===== config.mk =====
export PLATFORM = sky130hd
export DESIGN_NAME = shot_arbiter
export DESIGN_NICKNAME = d
export VERILOG_FILES = /design/src/rtl/shot_arbiter_pkg.sv /design/src/rtl/shot_ammo_ctr.sv /design/src/rtl/shot_arbiter.sv
export SDC_FILE = /design/constraint.sdc
export NUM_CORES = 1
export LEC_CHECK = 0
export CAP_MARGIN = 20
export CORE_UTILIZATION = 30
export DETAILED_ROUTE_END_ITERATION = 12
export MAX_ROUTING_LAYER = met4
export PLACE_DENSITY = 0.48
export SYNTH_ARGS = -nofsm -noshare
export SYNTH_HDL_FRONTEND = slang
export SYNTH_SLANG_ARGS = --single-unit

===== constraint.sdc =====
create_clock -name clock -period 2.14 [get_ports clock]
set_input_delay 0.321 -clock clock [delete_from_list [all_inputs] [get_ports clock]]
set_output_delay 0.321 -clock clock [all_outputs]
set_load 0.05 [all_outputs]

===== src/rtl/shot_arbiter_pkg.sv =====
`default_nettype none
// +----------------------------------------------------------------------+
// | shot_arbiter_pkg : shared state encoding, shooter ids, arbitration   |
// | Rev 1.0                                                              |
// +----------------------------------------------------------------------+
package shot_arbiter_pkg;

  typedef enum logic [1:0] {
    IDLE   = 2'd0,
    LAUNCH = 2'd1,
    FLIGHT = 2'd2,
    COOL   = 2'd3
  } state_e;

  localparam logic SEL_GREEN = 1'b0;
  localparam logic SEL_RED   = 1'b1;

  localparam int AMMO_W = 4;
  localparam int CNT_W  = 32;

  // On contention the tank that was not served last wins.
  function automatic logic pick_shooter(input logic elig_g, input logic elig_r,
                                        input logic last_sel);
    if (elig_g && elig_r) begin
      return ~last_sel;
    end
    return elig_r ? SEL_RED : SEL_GREEN;
  endfunction

endpackage
`default_nettype wire


===== src/rtl/shot_ammo_ctr.sv =====
`default_nettype none
// +----------------------------------------------------------------------+
// | shot_ammo_ctr : per-tank round counter, load on reload, sat. at zero |
// | Rev 1.0                                                              |
// +----------------------------------------------------------------------+
module shot_ammo_ctr
  import shot_arbiter_pkg::*;
#(
  parameter logic [AMMO_W-1:0] AMMO_MAX = 4'd8
) (
  input  logic              clk,
  input  logic              rst,
  input  logic              load_i,
  input  logic              dec_i,
  output logic [AMMO_W-1:0] count_o
);

  logic [AMMO_W-1:0] count_q;
  logic [AMMO_W-1:0] count_d;

  // Reload has priority over a coincident decrement.
  always_comb begin
    count_d = count_q;
    if (load_i) begin
      count_d = AMMO_MAX;
    end else if (dec_i && (count_q != '0)) begin
      count_d = count_q - 1'b1;
    end
  end

  always_ff @(posedge clk) begin
    if (rst) begin
      count_q <= AMMO_MAX;
    end else begin
      count_q <= count_d;
    end
  end

  assign count_o = count_q;

endmodule
`default_nettype wire


===== src/rtl/shot_arbiter.sv =====
`default_nettype none
// +----------------------------------------------------------------------+
// | shot_arbiter : two-tank shot arbiter, launch/flight/cooldown FSM.     |
// | SHOT_AMMO_LIMIT_EN enables per-tank ammo gating.  Rev 1.0            |
// +----------------------------------------------------------------------+
module shot_arbiter
  import shot_arbiter_pkg::*;
#(
  parameter logic [31:0] COOLDOWN   = 32'd2000000,
  parameter logic [31:0] FLIGHT_MAX = 32'd60000000,
  parameter logic [3:0]  AMMO_MAX   = 4'd8
) (
  input  logic       clock,
  input  logic       reset,
  input  logic       fire_g,
  input  logic       fire_r,
  input  logic       reload_g,
  input  logic       reload_r,
  input  logic       eng_done,
  output logic       eng_start,
  output logic       eng_sel,
  output logic       eng_abort,
  output logic       grant_g,
  output logic       grant_r,
  output logic [3:0] ammo_g,
  output logic [3:0] ammo_r,
  output logic       busy
);

  // A zero count would never match after the post-entry increment, so clamp to one cycle.
  localparam logic [CNT_W-1:0] COOL_LAST   = (COOLDOWN == 32'd0)   ? 32'd0 : COOLDOWN - 32'd1;
  localparam logic [CNT_W-1:0] FLIGHT_LAST = (FLIGHT_MAX == 32'd0) ? 32'd0 : FLIGHT_MAX - 32'd1;

  state_e           state_q;
  logic [CNT_W-1:0] cnt_q;
  logic             last_sel_q;
  logic             eng_sel_q;
  logic             eng_start_q;
  logic             eng_abort_q;
  logic             grant_g_q;
  logic             grant_r_q;
  logic             busy_q;

  logic             w_elig_g;
  logic             w_elig_r;
  logic             w_win;

`ifdef SHOT_AMMO_LIMIT_EN
  logic w_dec_g;
  logic w_dec_r;

  // The round is spent at the end of the LAUNCH cycle.
  assign w_dec_g = (state_q == LAUNCH) && (eng_sel_q == SEL_GREEN);
  assign w_dec_r = (state_q == LAUNCH) && (eng_sel_q == SEL_RED);

  shot_ammo_ctr #(.AMMO_MAX(AMMO_MAX)) u_ammo_g (
    .clk     (clock),
    .rst     (reset),
    .load_i  (reload_g),
    .dec_i   (w_dec_g),
    .count_o (ammo_g)
  );

  shot_ammo_ctr #(.AMMO_MAX(AMMO_MAX)) u_ammo_r (
    .clk     (clock),
    .rst     (reset),
    .load_i  (reload_r),
    .dec_i   (w_dec_r),
    .count_o (ammo_r)
  );

  assign w_elig_g = fire_g && (ammo_g != '0);
  assign w_elig_r = fire_r && (ammo_r != '0);
`else
  logic w_unused_reload;

  assign w_unused_reload = reload_g ^ reload_r;
  assign ammo_g   = AMMO_MAX;
  assign ammo_r   = AMMO_MAX;
  assign w_elig_g = fire_g;
  assign w_elig_r = fire_r;
`endif

  assign w_win = pick_shooter(w_elig_g, w_elig_r, last_sel_q);

  always_ff @(posedge clock) begin
    if (reset) begin
      state_q     <= IDLE;
      cnt_q       <= '0;
      last_sel_q  <= SEL_RED;
      eng_sel_q   <= SEL_GREEN;
      eng_start_q <= 1'b0;
      eng_abort_q <= 1'b0;
      grant_g_q   <= 1'b0;
      grant_r_q   <= 1'b0;
      busy_q      <= 1'b0;
    end else begin
      eng_start_q <= 1'b0;
      eng_abort_q <= 1'b0;
      grant_g_q   <= 1'b0;
      grant_r_q   <= 1'b0;
      case (state_q)
        IDLE: begin
          if (w_elig_g || w_elig_r) begin
            state_q     <= LAUNCH;
            cnt_q       <= '0;
            eng_sel_q   <= w_win;
            last_sel_q  <= w_win;
            grant_g_q   <= (w_win == SEL_GREEN);
            grant_r_q   <= (w_win == SEL_RED);
            eng_start_q <= 1'b1;
            busy_q      <= 1'b1;
          end
        end
        LAUNCH: begin
          state_q <= FLIGHT;
          cnt_q   <= '0;
        end
        FLIGHT: begin
          if (eng_done) begin
            state_q <= COOL;
            cnt_q   <= '0;
          end else if (cnt_q == FLIGHT_LAST) begin
            state_q     <= COOL;
            cnt_q       <= '0;
            eng_abort_q <= 1'b1;
          end else begin
            cnt_q <= cnt_q + 32'd1;
          end
        end
        COOL: begin
          if (cnt_q == COOL_LAST) begin
            state_q <= IDLE;
            cnt_q   <= '0;
            busy_q  <= 1'b0;
          end else begin
            cnt_q <= cnt_q + 32'd1;
          end
        end
        default: begin
          state_q <= IDLE;
          cnt_q   <= '0;
          busy_q  <= 1'b0;
        end
      endcase
    end
  end

  assign eng_start = eng_start_q;
  assign eng_abort = eng_abort_q;
  assign eng_sel   = eng_sel_q;
  assign grant_g   = grant_g_q;
  assign grant_r   = grant_r_q;
  assign busy      = busy_q;

endmodule
`default_nettype wire


==> impl_metrics.json <==
{
  "status": "complete, but fails checks",
  "violations": "setup timing",
  "period_share_pct": 114.0,
  "synth-compound-area-share_pct": 15.97,
  "cts-root-buf": "clkbuf_8",
  "async_flop_share_pct": 0,
  "io_buffer_count": 10,
  "initial_utilization_pct": 31.62,
  "reg2reg_from": "cnt_q[31]$_SDFFE_PP0P_",
  "period_minus_slack_ps": 2440,
  "skew_ps": 6.688,
  "antenna_found_initial": 0,
  "grt_overflow": 0,
  "top_usage_layer": "met2",
  "hold_viol_final": 0,
  "drtPass1Iterations": 4,
  "clkSinkCount": 41,
  "endpoint_kind": "flop",
  "routedWlPerCell_microns": 15.23,
  "placed_cells": 439,
  "maxCapViolCount": 0,
  "clock_path_buffers": 2,
  "vias": 2413,
  "synthCells": 289,
  "fmax_ghz": 0.4099,
  "path_cells": "or4_4 > or4b_4 > o31a_1 > buf_4 > nor3_4 > buf_4 > nor3_1",
  "synth-simple-area-share_pct": 36.86,
  "startpoint_type": "flop",
  "die_w_microns": 90.36,
  "nNetsFinal": 370,
  "yosys.cell_types.count": 53,
  "synth_top_family_by_area": "simple AND/OR/NAND/NOR gates",
  "synth_area_sq_mm": 0.002342,
  "synth_edf_count": 0,
  "hold_end": "eng_sel$_SDFFE_PP0P_",
  "met3_usage_pct": 2.778,
  "p_per_area_mw_per_mm2": 700.1,
  "synth_adder_area_share_pct": 2.671,
  "tritoncts": "built",
  "synth_seq_area_share_pct": 35.04,
  "syn_avg_cell_area_sq_um": 8.105,
  "use_met1_pct": 24.42,
  "path_clk_slew_ps": 80,
  "design.die.area_sq_mm": 0.008165,
  "min_path_type": "flop to flop",
  "drive_gt1_share_pct": 31.48,
  "crit_type": "flop to flop",
  "gp_routability_congestion": 0.8686,
  "drt-initial-drc-count": 135,
  "num_rows": 31,
  "maxSlewHeadroom_pct": 65.07,
  "cp.required_ps": 2320,
  "max_stage_delay_ps": 570,
  "cp_common_cell": "buf_4",
  "rsz0062_at_grt": "true",
  "ios": 21,
  "grt_max_degree": 24,
  "synthMuxAreaShare_pct": 0.4274,
  "final_cells": 458,
  "synthToLayoutAreaGrowth_pct": 39.53,
  "setup_violations": 35,
  "ys.flop_type": "dfxtp_1",
  "drt_wl_total_mm": 6.974,
  "slew_violations": 0,
  "ir_drop_uv": 260.8,
  "reg2reg_to": "cnt_q[12]$_SDFFE_PP0P_",
  "die_y_microns": 90.36,
  "grt_pass1_wl_mm": 11.32,
  "num_antenna_cells": 0,
  "ys_ff_latch": 41,
  "synth_xor_area_share_pct": 2.618,
  "hold_depth": 2,
  "r2r_setup_slack_ps": -300,
  "crit_fanout": 4,
  "track_usage_pct": 18.08,
  "worstPathArrival_ps": 2620,
  "dp_hpwl_mm": 4.750,
  "coreArea_sq_mm": 0.007408,
  "grt_pass1_vias": 2185,
  "power_mw": 2.288,
  "crit_slowest_cell": "or4b_4",
  "worstRegToRegCells": 7,
  "routed_via_density": 5.269,
  "yosys_warnings": 0,
  "worstHoldStart": "eng_sel$_SDFFE_PP0P_",
  "tightest_slew_ps": 522.3,
  "p_leak_nw": 1.147,
  "cts.hold.buffers_added": 0,
  "htree_levels": 2,
  "antenna_left": 0,
  "drcViolationCount": 0,
  "cts_buffers": 5,
  "clock_latency_ps": 300,
  "use_met2_pct": 27.67,
  "setup_ws_ps": -299.6
}
power breakdown:
group          leakage [nW]  internal (mW)  switching [mW]  total (mW)
clock network        0.0450          0.227           0.283       0.509
registers             0.333          0.815          0.0378       0.853
logic                 0.769          0.391           0.535       0.926
total                  1.15           1.43           0.855        2.29
stage by stage:
step	utilization (%)	hold slack, ps	area, sq um	setup WS, ps	setup TNS (ps)
floorplan	-	427.1	2376	-210.1	-2678
global placement	39.39	455.3	2918	-312.7	-8554
detailed placement	39.39	451.3	2918	-349.9	-9526
CTS	42.24	464.9	3129	-281.3	-7197
global route	44.11	483.0	3268	-346.4	-9598
finish	44.11	461.1	3268	-299.6	-7831
what timing repair did:
action / CTS / global route
cloned: 2 / 0
pin swaps: 13 / 20
setup buffers: 7 / 2
setup endpoints to repair: 35 / 35
gates resized for setup: 16 / 27
worst max-delay path by stage:
stage	from	endpoint	depth (start not counted)
floorplan	cnt_q[31]$_SDFFE_PP0P_	cnt_q[20]$_SDFFE_PP0P_	7
global placement	cnt_q[31]$_SDFFE_PP0P_	cnt_q[9]$_SDFFE_PP0P_	7
CTS	cnt_q[31]$_SDFFE_PP0P_	cnt_q[9]$_SDFFE_PP0P_	7
detailed placement	cnt_q[31]$_SDFFE_PP0P_	cnt_q[29]$_SDFFE_PP0P_	6
finish	cnt_q[31]$_SDFFE_PP0P_	cnt_q[12]$_SDFFE_PP0P_	7
global route	cnt_q[31]$_SDFFE_PP0P_	cnt_q[13]$_SDFFE_PP0P_	7
cell usage after synthesis (2+ instances only):
master / count / share of area (%)
o31a_1: 2 / 0.75
o311ai_1: 2 / 0.75
nor2_1: 14 / 2.2
o211ai_1: 8 / 2.6
or2_2: 3 / 0.80
nand2_1: 38 / 6.1
a21oi_1: 14 / 3.0
o21ai_1: 2 / 0.43
or4_1: 14 / 4.5
conb_1: 2 / 0.32
xor2_1: 6 / 2.2
o21ai_0: 5 / 1.1
nand2b_1: 3 / 0.80
nor4bb_1: 2 / 0.85
a21oi_2: 2 / 0.75
clkbuf_1: 9 / 1.4
dfxtp_1: 41 / 35
a31oi_1: 3 / 0.80
nor3_1: 11 / 2.4
or3_1: 13 / 3.5
and4_1: 6 / 2.2
buf_4: 9 / 2.9
nand4_1: 10 / 2.7
nor4_1: 2 / 0.53
inv_1: 7 / 1.1
ha_1: 5 / 2.7
and2_1: 2 / 0.53
o311ai_0: 2 / 0.75
nand3_1: 28 / 6.0
registers in the layout, indices dropped and copies added (netlist names):
name,flops
busy,1
cnt_q,32
eng_abort,1
eng_sel,1
eng_start,1
grant_g,1
grant_r,1
last_sel_q,1
state_q,2
critical path, delay by kind of cell, from the launching register on:
kind | cells | cell delay (ps)
AO/OA/AOI/OAI | 1 | 310
flip-flops | 1 | 330
AND/OR/NAND/NOR | 4 | 1350
buffers and inverters | 2 | 330
cell usage in the layout (no fill, tap or decap), types with 3 or more instances in the layout:
| master | n |
|---|---|
| xor2_1 | 6 |
| inv_1 | 7 |
| nand2_1 | 37 |
| buf_4 | 54 |
| clkbuf_8 | 5 |
| a31oi_1 | 3 |
| nor3_2 | 3 |
| or4_1 | 8 |
| ha_1 | 5 |
| nand4_1 | 10 |
| a21oi_2 | 5 |
| clkdlybuf4s50_1 | 10 |
| and4_1 | 6 |
| nand3_1 | 24 |
| nor3_1 | 8 |
| a21oi_4 | 4 |
| buf_6 | 8 |
| dfxtp_1 | 40 |
| or3_1 | 13 |
| nand3_2 | 4 |
| o21ai_1 | 4 |
| or4_4 | 6 |
| a21oi_1 | 9 |
| nor2_1 | 14 |
| o211ai_1 | 8 |
| conb_1 | 8 |
| or2_2 | 3 |
layer usage:
metal  wire, microns  part of all wire [%]
met5               0                     0
met4             117                   1.7
met3             339                   4.9
met2            3249                    47
met1            3267                    47
cells by family after synthesis:
| logic type | count (synthesis) |
|---|---|
| muxes | 1 |
| DFF | 41 |
| buffers and inverters | 27 |
| adders and majority gates | 5 |
| other | 2 |
| and+or+nand+nor | 155 |
| xor gates and xnor gates | 7 |
| AOI/OAI and AO/OA | 51 |
final cells by class:
type | count | area [sq um]
inverters | 7 | 26.28
well taps | 99 | 123.9
fillers | 732 | 4140
flip-flops and latches | 41 | 822.0
repair buffers | 74 | 635.6
multi-input cells | 229 | 1578
clock buffers | 6 | 72.57
clock inverters | 2 | 10.01
Note: power is estimated with default switching activity, not from simulation.
